**config.mk**
```make
export PLATFORM = sky130hd
export DESIGN_NAME = ccff_bitstream_writer_flat
export DESIGN_NICKNAME = d
export VERILOG_FILES = /design/src/rtl/ccff_pkg.sv /design/src/rtl/ccff_bitstream_writer_if.sv /design/src/rtl/ccff_serializer.sv /design/src/rtl/ccff_bitstream_writer.sv /design/src/flat_wrapper.sv
export SDC_FILE = /design/constraint.sdc
export NUM_CORES = 1
export LEC_CHECK = 0
export CAP_MARGIN = 10
export CORE_MARGIN = 4
export CORE_UTILIZATION = 49
export CTS_CLUSTER_SIZE = 8
export DETAILED_ROUTE_END_ITERATION = 12
export PLACE_DENSITY = 0.75
export SETUP_SLACK_MARGIN = 0.4
export SYNTH_ARGS = -nofsm -noshare
export SYNTH_HDL_FRONTEND = slang
export SYNTH_HIERARCHICAL = 1
export SYNTH_SLANG_ARGS = --single-unit
```
**constraint.sdc**
```tcl
create_clock -name prog_clk -period 1.67 [get_ports prog_clk]
set_input_delay 0.334 -clock prog_clk [delete_from_list [all_inputs] [get_ports prog_clk]]
set_output_delay 0.334 -clock prog_clk [all_outputs]
set_load 0.005 [all_outputs]
```
**src/rtl/ccff_pkg.sv**
```systemverilog
// Shared types and width helpers for the CCFF configuration-chain writer.
// Imported by the serializer and the writer top.
package ccff_pkg;

    typedef enum logic [1:0] {
        IDLE,
        LOAD,
        SHIFT,
        DONE
    } ccff_wr_state_e;

    function automatic int cnt_width(input int n);
        return (n < 1) ? 1 : $clog2(n + 1);
    endfunction

    function automatic int idx_width(input int w);
        return (w <= 1) ? 1 : $clog2(w);
    endfunction

endpackage

```
**src/rtl/ccff_bitstream_writer_if.sv**
```systemverilog
// Valid/ready word stream feeding the CCFF writer.
// master drives words; slave (the writer) returns ready.
interface ccff_bitstream_writer_if #(
    parameter int WORD_W = 8
);
    logic [WORD_W-1:0] word_data;
    logic              word_valid;
    logic              word_ready;

    modport master (
        output word_data,
        output word_valid,
        input  word_ready
    );

    modport slave (
        input  word_data,
        input  word_valid,
        output word_ready
    );
endinterface

```
**src/rtl/ccff_serializer.sv**
```systemverilog
// Holds one configuration word and emits it LSB first as
// registered head/shift-enable pairs for the CCFF chain.
module ccff_serializer
    import ccff_pkg::*;
#(
    parameter int WORD_W = 8
) (
    input  logic              clk,
    input  logic              rst_n,
    input  logic              capture,
    input  logic              shift,
    input  logic [WORD_W-1:0] data,
    output logic              last,
    output logic              head,
    output logic              shift_en
);
    localparam int IDX_W = idx_width(WORD_W);

    logic [WORD_W-1:0] hold_q;
    logic [IDX_W-1:0]  bit_idx;

    assign last = (bit_idx == IDX_W'(WORD_W - 1));

    always_ff @(posedge clk or negedge rst_n) begin
        if (!rst_n) begin
            hold_q   <= '0;
            bit_idx  <= '0;
            head     <= 1'b0;
            shift_en <= 1'b0;
        end else begin
            if (capture) begin
                hold_q  <= data;
                bit_idx <= '0;
            end else if (shift) begin
                bit_idx <= bit_idx + 1'b1;
            end
            if (shift) begin
                head <= hold_q[bit_idx];
            end
            shift_en <= shift;
        end
    end
endmodule

```
**src/rtl/ccff_bitstream_writer.sv**
```systemverilog
// Writer end of the CCFF chain: takes words over valid/ready, shifts
// exactly CHAIN_LEN bits into ccff_head and returns the tail as readback.
module ccff_bitstream_writer
    import ccff_pkg::*;
#(
    parameter int CHAIN_LEN = 5,
    parameter int WORD_W    = 8
) (
    input  logic                     prog_clk,
    input  logic                     prog_rst_n,
    input  logic                     start,
    input  logic                     abort,
    ccff_bitstream_writer_if.slave   word,
    output logic                     ccff_head,
    output logic                     ccff_shift_en,
    input  logic                     ccff_tail,
    output logic                     rb_bit,
    output logic                     rb_valid,
    output logic                     busy,
    output logic                     done
);
    localparam int CNT_W = cnt_width(CHAIN_LEN);

    ccff_wr_state_e   state;
    ccff_wr_state_e   state_n;
    logic [CNT_W-1:0] shift_cnt;
    logic             cnt_last;
    logic             word_last;
    logic             do_cap;
    logic             do_shift;
    logic             do_clear;

    assign cnt_last        = (shift_cnt == CNT_W'(CHAIN_LEN - 1));
    assign word.word_ready = (state == LOAD);

    always_comb begin
        state_n  = state;
        do_cap   = 1'b0;
        do_shift = 1'b0;
        do_clear = 1'b0;
        if (abort) begin
            state_n = IDLE;
        end else begin
            unique case (state)
                IDLE: begin
                    if (start) begin
                        state_n  = LOAD;
                        do_clear = 1'b1;
                    end
                end
                LOAD: begin
                    if (word.word_valid) begin
                        do_cap  = 1'b1;
                        state_n = SHIFT;
                    end
                end
                SHIFT: begin
                    do_shift = 1'b1;
                    // chain length, not word length, ends the load
                    if (cnt_last) begin
                        state_n = DONE;
                    end else if (word_last) begin
                        state_n = LOAD;
                    end
                end
                DONE: state_n = IDLE;
                default: state_n = IDLE;
            endcase
        end
    end

    always_ff @(posedge prog_clk or negedge prog_rst_n) begin
        if (!prog_rst_n) begin
            state     <= IDLE;
            shift_cnt <= '0;
            rb_bit    <= 1'b0;
            rb_valid  <= 1'b0;
            busy      <= 1'b0;
            done      <= 1'b0;
        end else begin
            state <= state_n;
            if (do_clear) begin
                shift_cnt <= '0;
            end else if (do_shift) begin
                shift_cnt <= shift_cnt + 1'b1;
            end
            if (ccff_shift_en) begin
                rb_bit <= ccff_tail;
            end
            rb_valid <= ccff_shift_en;
            busy     <= (state_n != IDLE);
            done     <= (state == DONE) && !abort;
        end
    end

    ccff_serializer #(
        .WORD_W (WORD_W)
    ) u_ser (
        .clk      (prog_clk),
        .rst_n    (prog_rst_n),
        .capture  (do_cap),
        .shift    (do_shift),
        .data     (word.word_data),
        .last     (word_last),
        .head     (ccff_head),
        .shift_en (ccff_shift_en)
    );
endmodule

```
**src/flat_wrapper.sv**
```systemverilog
// flat-port wrapper written by rule: the top's interface ports become plain ports
module ccff_bitstream_writer_flat import ccff_pkg::*;
#(
    parameter int CHAIN_LEN = 5,
    parameter int WORD_W    = 8
)
  (prog_clk, prog_rst_n, start, abort, ccff_head, ccff_shift_en, ccff_tail, rb_bit, rb_valid, busy, done, word_word_data, word_word_valid, word_word_ready);
  ccff_bitstream_writer_if #(.WORD_W(WORD_W)) word_i ();
  input  logic prog_clk;
  input  logic prog_rst_n;
  input  logic start;
  input  logic abort;
  output logic ccff_head;
  output logic ccff_shift_en;
  input  logic ccff_tail;
  output logic rb_bit;
  output logic rb_valid;
  output logic busy;
  output logic done;
  input wire logic [$bits(word_i.word_data)-1:0] word_word_data;
  input wire logic [$bits(word_i.word_valid)-1:0] word_word_valid;
  output wire logic [$bits(word_i.word_ready)-1:0] word_word_ready;
  assign word_i.word_data = word_word_data;
  assign word_i.word_valid = word_word_valid;
  assign word_word_ready = word_i.word_ready;
  ccff_bitstream_writer #(.CHAIN_LEN(CHAIN_LEN), .WORD_W(WORD_W)) u_core (.prog_clk(prog_clk), .prog_rst_n(prog_rst_n), .start(start), .abort(abort), .word(word_i), .ccff_head(ccff_head), .ccff_shift_en(ccff_shift_en), .ccff_tail(ccff_tail), .rb_bit(rb_bit), .rb_valid(rb_valid), .busy(busy), .done(done));
endmodule
```
==> metrics.yaml, run 1 <==
status: "finished, final reports clean"
synthToLayoutAreaGrowth_pct: 42.2
avgSynthCellArea_um2: 12.7
rrSetupSlack_ns: 0.27
setup_violations: 0
hold_class: "input port to asynchronous set/reset pin"
maxSlewViolCount: 0
slew_headroom: 0.716
synth-compound-area-share: 0.0688
rows: 16
design.core.area_um2: 1940
wl_um: 2170
rr_endpoint: "u_core/shift_cnt[2]"
numCtsBuffers: 3
synthCells: 79
grt_antenna_before_repair: 0
yosys.area_share.simple: 0.0814
seq_area_frac_synth: 0.551
preCtsSetupSlack_ns: -0.0114
fin_crit_sh: 0.838
numPortBuffers: 20
synth_mux_area_frac: 0.205
drt-pass1-iter-count: 4
startpoint: "u_core/state[0]"
synth_warnings: 6
startpoint_type: "register"
grt_pass1_wl_um: 3130
layout_setup_ws_ns: 0.270
ant_nets: 0
pin_count: 21
crit_arrival_ns: 1.64
cp.required_ns: 1.91
first_iter_violations: 12
worstSetupEndpoint: "u_core/shift_cnt[2]"
power_mw: 1.44
synth_adder_area_share: 0.0501
critPathMaxFanout: 5
synth_top_family_by_area: "multiplexers"
cts.clk_slew.worst_paths_ns: 0.11
routedWlPerCell_um: 15.5
max_cap_viol_count: 0
grt_overflow: 0
rsz0062_at_grt: "true"
clkLatencyLatePin_ns: 0.29
fp.dieArea_um2: 2830
cts_max_level: 1
dp_hpwl_um: 1230
grt.total_usage: 0.157
ys_types: 24
tightest_slew_ns: 0.421
chipHeight_um: 53.2
synth-seq-cells: 22
syn_area_um2: 1000
rr_worst_depth: 4
power.leakage_nw: 0.638
grt_pass1_vias: 678
r2r-start: "u_core/state[0]"
clk_path_buf_depth: 2
ir_drop_v: 0.000629
diodes: 0
period_needed_ns: 1.40
drc: 0
ctsHoldBuffers: 0
cts_tree: "done"
cp-end-kind: "register"
viasPerCell: 5.18
power_density_nw_per_um2: 1010
initial_core_util: 0.515
gp_congestion: 0.801
fin_skew_ns: 0.00385
utilization: 0.732
num_vias: 725
root_buffer: "clkbuf_4"
syn_nets: 97
die_w_um: 53.2
setup.worst_path.class: "register to register"
layout-drive-gt1-share: 0.416
fin_nets: 133
clock.fmax_mhz: 714
cts_num_sinks: 22
synth_xor_area_frac: 0.00876
grt_max_degree: 23
hold_violations: 0
sequential cells by signal, indices dropped and copies added (netlist names):
name and count:
u_core/u_ser/shift_en 1, u_core/rb_bit 1, u_core/u_ser/hold_q 8, u_core/shift_cnt 3, u_core/busy 1, u_core/state 2, u_core/u_ser/bit_idx 3, u_core/u_ser/head 1
u_core/rb_valid 1, u_core/done 1
how the worst min path moves through the flow:
| stage | to | slack (ns) |
|---|---|---|
| after floorplan | u_core/busy | 0.04 |
| after global placement | u_core/rb_valid | 0.39 |
| after detailed placement | u_core/rb_valid | 0.40 |
| after CTS | u_core/u_ser/head | 0.37 |
| after global routing | u_core/shift_cnt[0] | 0.38 |
| final | u_core/shift_cnt[1] | 0.37 |
cell usage after synthesis:
library cell   n  area share
xnor2_1        1      0.0088
inv_1          4       0.015
nor2b_1        1      0.0063
or4b_1         1       0.010
o21ai_1        1      0.0050
buf_6          1       0.011
ha_1           4       0.050
mux2_2        10        0.11
mux2i_1        7       0.070
dfrtp_1       22        0.55
o21ba_2        1       0.010
a21oi_1        3       0.015
o21ai_0        1      0.0050
nor2_1         8       0.030
mux4_2         1       0.023
a22o_2         1       0.010
a211oi_1       1      0.0075
a22o_1         1      0.0088
nand2_1        3       0.011
nor3_1         1      0.0050
a21o_1         1      0.0075
nand2b_1       3       0.019
buf_2          1      0.0050
clkbuf_1       1      0.0038
worst max-delay path, stage by stage, from the launching register on:
cell and delay [ns]:
dfrtp_2 0.43, buf_6 0.13, or4b_1 0.51, o21ai_1 0.11, a22o_2 0.17
layout make-up:
type / instances / area [um2]
sequential: 22 / 553
tap: 27 / 33.8
fill: 139 / 520
clock buffer: 3 / 22.5
timing repair buffer: 34 / 289
inverter: 4 / 15.0
multi-input combinational: 50 / 508
cells in the final DEF (no fill, tap or decap):
| cell | count |
|---|---|
| a211oi_1 | 1 |
| a21o_1 | 1 |
| a21oi_1 | 2 |
| a21oi_2 | 1 |
| a22o_1 | 1 |
| a22o_2 | 1 |
| buf_4 | 10 |
| buf_6 | 4 |
| clkbuf_2 | 6 |
| clkbuf_4 | 3 |
| clkdlybuf4s15_1 | 1 |
| clkdlybuf4s50_1 | 12 |
| dfrtp_1 | 20 |
| dfrtp_2 | 2 |
| dlygate4sd2_1 | 1 |
| ha_1 | 1 |
| ha_2 | 1 |
| ha_4 | 2 |
| inv_1 | 4 |
| mux2_2 | 2 |
| mux2_4 | 8 |
| mux2i_1 | 7 |
| mux4_2 | 1 |
| nand2_1 | 2 |
| nand2_2 | 1 |
| nand2b_1 | 2 |
| nand2b_4 | 1 |
| nor2_1 | 6 |
| nor2_4 | 2 |
| nor2b_4 | 1 |
| nor3_1 | 1 |
| o21ai_0 | 1 |
| o21ai_1 | 1 |
| o21ba_2 | 1 |
| or4b_1 | 1 |
| xnor2_1 | 1 |
where the power goes:
part	internal [mW]	leakage [nW]	total, mW	switching, mW
Clock	0.0839	0.0138	0.227	0.143
Sequential	0.655	0.280	0.773	0.118
Combinational	0.295	0.344	0.440	0.145
Total	1.03	0.638	1.44	0.406
cell families after synthesis:
kind of cell / count (synthesis)
AO/OA/AOI/OAI: 10
multiplexers: 18
buffers and inverters: 7
AND/OR/NAND/NOR: 17
adder cells (fa/ha/maj): 4
XOR/XNOR: 1
flip-flops: 22
what timing repair did:
item,in CTS,in global routing
gates resized for setup,24,24
gates cloned,1,0
endpoints found under the setup margin,24,22
pin swaps,1,10
setup buffers,3,6
layer usage:
metal | vias to the layer above | track usage | wire [um]
met1 | 364 | 0.221 | 942
li1 | 342 | - | -
met4 | 0 | 0.0766 | 13
met3 | 2 | 0.0310 | 100
met5 | - | 0 | 0
met2 | 17 | 0.229 | 1110
through the flow:
step	TNS (ns)	instance area, um2	hold WS, ns	instances
floorplan	0	1010	0.0384	79
global placement	0	1250	0.393	127
detailed placement	-0.0354	1250	0.397	127
CTS	0	1340	0.371	134
global route	0	1420	0.376	140
finish	0	1420	0.374	140
(Power assumes the default switching activity.)
==> inputs of run 2 (changes only) <==
clock period = 1.43 ns   (was 1.67 ns; I/O delays follow)
==> run 2 against run 1 <==
  * Non-clock buffer count is 3 higher
  * Worst setup slack lost 0.19 ns
  * Global-route usage is 1.3 points higher
  * Critical path type unchanged
==> metrics.yaml, run 2 (synthesis results as in run 1) <==
status: "finished, final reports clean"  # unchanged
crit_arrival_ns: 1.55  # was 1.64 ns
cts_max_level: 1  # unchanged
period_needed_ns: 1.35  # was 1.40 ns
initial_core_util: 0.515  # unchanged
rows: 16  # unchanged
cts_num_sinks: 22  # unchanged
fin_crit_sh: 0.946  # was 0.838
layout-drive-gt1-share: 0.496  # was 0.416
fin_tns_setup_ns: 0  # unchanged
grt_antenna_before_repair: 0  # unchanged
maxSlewViolCount: 0  # unchanged
critPathMaxStageDelay_ns: 0.41  # was 0.51 ns
setup.worst_path.class: "register to register"  # unchanged
grt_max_degree: 23  # unchanged
grt.total_usage: 0.170  # was 0.157
clkLatencyLatePin_ns: 0.31  # was 0.29 ns
n_fill_cell: 139  # unchanged
num_vias: 746  # was 725
drt-pass1-iter-count: 5  # was 4
ant_nets: 0  # unchanged
gp_congestion: 0.765  # was 0.801
power.leakage_nw: 0.660  # was 0.638 nW
clk_path_buf_depth: 2  # unchanged
synthToLayoutAreaGrowth_pct: 47.9  # was 42.2%
wl_um: 2210  # was 2170 um
setup_violations: 0  # unchanged
slew_headroom: 0.789  # was 0.716
crit_slowest_cell: "dfrtp_1"  # was or4b_1
cp_cell_sequence: "nor2b_4 > nand2_2 > nor2_4 > buf_12 > mux2_2"  # was buf_6 > or4b_1 > o21ai_1 > a22o_2
design.core.area_um2: 1940  # unchanged
tightest_slew_ns: 0.317  # was 0.421 ns
hold_class: "input port to asynchronous set/reset pin"  # unchanged
fp.dieArea_um2: 2830  # unchanged
diodes: 0  # unchanged
final_common_cell: "dfrtp_1"  # unchanged
ir_drop_v: 0.000801  # was 0.000629 V
pin_count: 21  # unchanged
grt_pass1_vias: 716  # was 678
hold_violations: 0  # unchanged
cp-end-kind: "register"  # unchanged
final_cell_mix: "21 x dfrtp_1, 12 x clkdlybuf4s50_1, 11 x buf_4"  # was 20 x dfrtp_1, 12 x clkdlybuf4s50_1, 10 x buf_4
fin_skew_ns: 0.0109  # was 0.00385 ns
power_mw: 1.77  # was 1.44 mW
first_iter_violations: 9  # was 12
root_buffer: "clkbuf_4"  # unchanged
routedWlPerCell_um: 15.3  # was 15.5 um
die_w_um: 53.2  # unchanged
ctsHoldBuffers: 0  # unchanged
cts_tree: "done"  # unchanged
largest_reg_flops: 8  # unchanged
fin_nets: 136  # was 133
regMostFlops: "u_core/u_ser/hold_q"  # unchanged
top_regs: "u_core/u_ser/hold_q (8), u_core/shift_cnt (3), u_core/u_ser/bit_idx (3)"  # unchanged
power_density_nw_per_um2: 1200  # was 1010 nW/um2
startpoint_type: "register"  # unchanged
rsz0062_at_grt: "true"  # unchanged
dp_hpwl_um: 1370  # was 1230 um
numPortBuffers: 20  # unchanged
grt_pass1_wl_um: 3300  # was 3130 um
chipHeight_um: 53.2  # unchanged
grt_overflow: 0  # unchanged
cp.required_ns: 1.62  # was 1.91 ns
numCtsBuffers: 3  # unchanged
drc: 0  # unchanged
clock.fmax_mhz: 739  # was 714 MHz
viasPerCell: 5.18  # about the same
max_cap_viol_count: 0  # unchanged
cts.clk_slew.worst_paths_ns: 0.12  # was 0.11 ns
critPathMaxFanout: 10  # was 5
-- run 2: changes by cell type in the layout (fill, tap and decap cells not counted), sizes merged --
cell,delta
clkdlybuf4s15,-1
clkbuf,-5
buf,+10
-- run 2: worst max-delay path, delay by kind of cell (launching register included) --
family,cells,cell delay (ns)
and+or+nand+nor,3,0.35
DFF,1,0.41
buffers and inverters,1,0.14
muxes,1,0.34
-- run 2: area by class of cell --
cell class	instances	area, um2	area share
multi-input cells	50	519	0.351
repair buffers	37	323	0.218
flip-flops and latches	22	552	0.373
inverters	4	15.0	0.0102
well taps	27	33.8	0.0228
clock buffers	4	36.3	0.0245
-- run 2: timing repair --
item / 4_1_cts / 5_1_grt
setup buffers: 9 / 1
resized for setup: 38 / 10
endpoints found under the setup margin: 25 / 27
pin swaps: 3 / 9
-- run 2: final timing paths --
check                                          end  slack [ns]             startpoint  depth (start not counted)
max                         u_core/u_ser/hold_q[1]        0.08        u_core/state[0]                          5
min                                u_core/state[0]        0.31             prog_rst_n                          2
max reg2reg                 u_core/u_ser/hold_q[1]        0.08        u_core/state[0]                          5
min reg2reg                        u_core/rb_valid        0.50  u_core/u_ser/shift_en                          1
max in group asynchronous  u_core/u_ser/bit_idx[0]        0.89             prog_rst_n                          2
min in group prog_clk              u_core/state[1]        0.48                  abort                          2
-- run 2: routing by layer --
layer / routed length (um) / global-route usage / up-vias
li1: - / - / 351
met1: 870 / 0.199 / 367
met2: 1200 / 0.291 / 20
met3: 79 / 0.0254 / 8
met4: 57 / 0.102 / 0
met5: 0 / 0 / -
-- run 2: stage by stage --
stage          instances  hold WS [ns]  cell area (um2)   util  worst slack [ns]
2_1_floorplan         79      -0.00959             1050      -            0.0304
5_1_grt              144         0.310             1480  0.762            0.0301
4_1_cts              143         0.314             1420  0.731            0.0999
3_3_place_gp         130         0.389             1320  0.679            -0.169
6_report             144         0.309             1480  0.762            0.0770
3_5_place_dp         130         0.397             1320  0.679            -0.225
-- run 2: power by group --
part           switching (mW)  leakage (nW)  internal [mW]
combinational           0.193         0.358          0.353
sequential              0.125         0.281          0.764
clock                   0.183        0.0210          0.156
==> inputs of run 3 (changes only) <==
SETUP_SLACK_MARGIN = 0.15   (was 0.4)
SYNTH_HIERARCHICAL = not set   (was 1)
==> run 3 against run 2 <==
  * The flow now finishes with violations (setup timing)
  * Critical path type unchanged
  * Fmax fell by 6.3%
  * Critical endpoint is now u_core.shift_cnt[0]
  * Worst setup slack lost 0.091 ns
  * Sequential cell count did not move
  * Utilization down 0.27 points
  * Power grew 4.3%
  * Sequential power is 2% higher
==> metrics.yaml, run 3 <==
rsz0062_at_grt: "true"  # unchanged
gp_congestion: 0.714  # was 0.765
synthTopCellsByArea: "dfrtp_1 55%, mux2_2 11%, mux2i_1 7.0%"  # unchanged
power_density_nw_per_um2: 1240  # was 1200 nW/um2
critPathMaxStageDelay_ns: 0.41  # about the same
power_mw: 1.85  # was 1.77 mW
fp.dieArea_um2: 2850  # was 2830 um2
startpoint_type: "register"  # unchanged
preCtsSetupSlack_ns: -0.326  # was -0.225 ns
setup.worst_path.class: "register to register"  # unchanged
numPortBuffers: 20  # unchanged
grt.total_usage: 0.195  # was 0.170
routedWlPerCell_um: 16.7  # was 15.3 um
diodes: 0  # unchanged
ys_types: 26  # was 24
root_buffer: "clkbuf_4"  # unchanged
seq_area_frac_synth: 0.547  # was 0.551
fin_skew_ns: 0.0218  # was 0.0109 ns
cts.clk_slew.worst_paths_ns: 0.13  # was 0.12 ns
layout_setup_ws_ns: -0.0137  # was 0.0770 ns
rows: 16  # unchanged
slew_headroom: 0.796  # was 0.789
period_needed_ns: 1.44  # was 1.35 ns
p_sw_frac: 0.275  # was 0.282
cts_max_level: 1  # unchanged
viasPerCell: 5.23  # was 5.18
syn_nets: 93  # was 97
max_cap_viol_count: 0  # unchanged
largest_reg_flops: 8  # unchanged
fin_cells: 141  # was 144
n_fill_cell: 128  # was 139
grt_pass1_vias: 800  # was 716
fin_nets: 133  # was 136
cp-end-kind: "register"  # unchanged
syn_area_um2: 1010  # was 1000 um2
cts_tree: "done"  # unchanged
wl_um: 2350  # was 2210 um
pin_count: 21  # unchanged
grt_antenna_before_repair: 0  # unchanged
multi_input_area_um2: 500  # was 519 um2
synth_largest_area_cell: "dfrtp_1"  # unchanged
critPathMaxFanout: 4  # was 10
synthCells: 75  # was 79
placed_cells: 125  # was 130
initial_core_util: 0.513  # was 0.515
cp.required_ns: 1.63  # was 1.62 ns
crit_arrival_ns: 1.64  # was 1.55 ns
numCtsBuffers: 3  # unchanged
cp_common_cell: "buf_6"
grt_pass1_wl_um: 3770  # was 3300 um
hold_class: "input port to asynchronous set/reset pin"  # unchanged
clock.fmax_mhz: 693  # was 739 MHz
crit_slowest_cell: "dfrtp_1"  # unchanged
ir_drop_v: 0.000894  # was 0.000801 V
switchingPower_mw: 0.508  # was 0.501 mW
ant_nets: 0  # unchanged
synth_warnings: 0  # was 6
avgSynthCellArea_um2: 13.4  # was 12.7 um2
hold_violations: 0  # unchanged
cts_num_sinks: 22  # unchanged
layout-drive-gt1-share: 0.377  # was 0.496
p_int_mw: 1.34  # was 1.27 mW
cp_cell_sequence: "buf_6 > buf_6 > nor2_4 > or3_4 > mux2_4"  # was nor2b_4 > nand2_2 > nor2_4 > buf_12 > mux2_2
chipHeight_um: 53.3  # was 53.2 um
final_common_cell: "dfrtp_1"  # unchanged
final_cell_mix: "21 x dfrtp_1, 12 x clkdlybuf4s50_1, 12 x buf_4"  # was 21 x dfrtp_1, 12 x clkdlybuf4s50_1, 11 x buf_4
power.leakage_nw: 0.697  # was 0.660 nW
die_w_um: 53.3  # was 53.2 um
power_frac_comb: 0.322  # was 0.307
postSynth.asyncResetShare: 1.00  # unchanged
drc: 0  # unchanged
violations: "setup timing"
design.core.area_um2: 1960  # was 1940 um2
tightest_slew_ns: 0.306  # was 0.317 ns
synthToLayoutAreaGrowth_pct: 47.8  # was 47.9%
synth_edf_count: 0  # unchanged
fin_crit_sh: 1.01  # was 0.946
setup_violations: 1  # was 0
clkLatencyLatePin_ns: 0.32  # was 0.31 ns
p_seq_frac: 0.491  # was 0.502
maxSlewViolCount: 0  # unchanged
status: "complete, but fails checks"  # was finished, final reports clean
top_regs: "u_core.u_ser.hold_q (8), u_core.shift_cnt (3), u_core.u_ser.bit_idx (3)"  # was u_core/u_ser/hold_q (8), u_core/shift_cnt (3), u_core/u_ser/bit_idx (3)
seq_area_um2: 552  # unchanged
grt_max_degree: 23  # unchanged
first_iter_violations: 2  # was 9
synth_top_area_frac: 0.547  # was 0.551
p_clk_frac: 0.188  # was 0.191
regMostFlops: "u_core.u_ser.hold_q"  # was u_core/u_ser/hold_q
grt_overflow: 0  # unchanged
num_vias: 737  # was 746
clk_path_buf_depth: 2  # unchanged
yosys-top-cells-count: "22 x dfrtp_1, 10 x mux2_2, 7 x mux2i_1"  # was 22 x dfrtp_1, 10 x mux2_2, 8 x nor2_1
synth-seq-cells: 22  # unchanged
synth_most_common_cell: "dfrtp_1"  # unchanged
drt-pass1-iter-count: 4  # was 5
synth_flop_cell: "dfrtp_1"  # unchanged
run 3: final timing paths:
check	from	to	slack (ns)	cells after the start
max in group asynchronous	prog_rst_n	u_core.u_ser.hold_q[4]	0.90	2
worst min-delay path	prog_rst_n	u_core.u_ser.head	0.29	2
worst max-delay path	u_core.state[1]	u_core.shift_cnt[0]	-0.01	5
min in group prog_clk	abort	u_core.state[0]	0.44	2
worst min register to register	u_core.u_ser.hold_q[5]	u_core.u_ser.hold_q[5]	0.53	1
worst max register to register	u_core.state[1]	u_core.shift_cnt[0]	-0.01	5
run 3: timing repair:
| item | 4_1_cts | 5_1_grt |
|---|---|---|
| hold buffers | 0 | 0 |
| resized for setup | 31 | 10 |
| pin swaps | 6 | 5 |
| endpoints found under the setup margin | 21 | 21 |
| gates cloned | 1 | 0 |
| setup buffers | 7 | 4 |
run 3: area by class of cell:
| class | count | share of cell area |
|---|---|---|
| Inverter | 5 | 0.0126 |
| Clock buffer | 4 | 0.0244 |
| Multi-Input combinational cell | 45 | 0.336 |
| Tap cell | 27 | 0.0227 |
| Timing Repair Buffer | 38 | 0.234 |
| Sequential cell | 22 | 0.371 |
run 3: per-layer routing:
layer	global-route usage	vias up	wire length [um]
met2	0.331	30	1190
met3	0.0563	6	158
met5	0	-	0
met1	0.215	358	942
met4	0.111	0	55
li1	-	343	-
run 3: power groups by stage:
stage | logic, mW | clock network, mW | registers (mW)
floorplan | 0.327 | 0 | 0.861
detailed placement | 0.460 | 0 | 0.906
global route | 0.649 | 0.374 | 0.927
finish | 0.594 | 0.347 | 0.907
CTS | 0.542 | 0.346 | 0.909
global placement | 0.443 | 0 | 0.896
run 3: kinds of logic after synthesis:
kind of cell               count (synthesis)  share of synthesized area
xor gates and xnor gates                   1                    0.00870
DFF                                       22                      0.547
buffers and inverters                      9                     0.0509
muxes                                     18                      0.204
adders and majority gates                  4                     0.0497
AOI/OAI and AO/OA                          7                     0.0522
and+or+nand+nor                           14                     0.0882
run 3: through the flow:
stage               hold WS [ns]   util  setup TNS [ns]  instance area [um2]
floorplan               -0.00959      -               0                 1020
global placement           0.397  0.643           -3.42                 1260
detailed placement         0.402  0.643           -3.90                 1260
CTS                        0.313  0.735               0                 1440
global route               0.318  0.759         -0.0727                 1490
finish                     0.291  0.759         -0.0137                 1490
run 3: worst max-delay path, delay by kind of cell, from the launching register on:
family / cells / cell delay (ns)
buffers and inverters: 2 / 0.24
flip-flops: 1 / 0.41
multiplexers: 1 / 0.27
AND/OR/NAND/NOR: 2 / 0.39
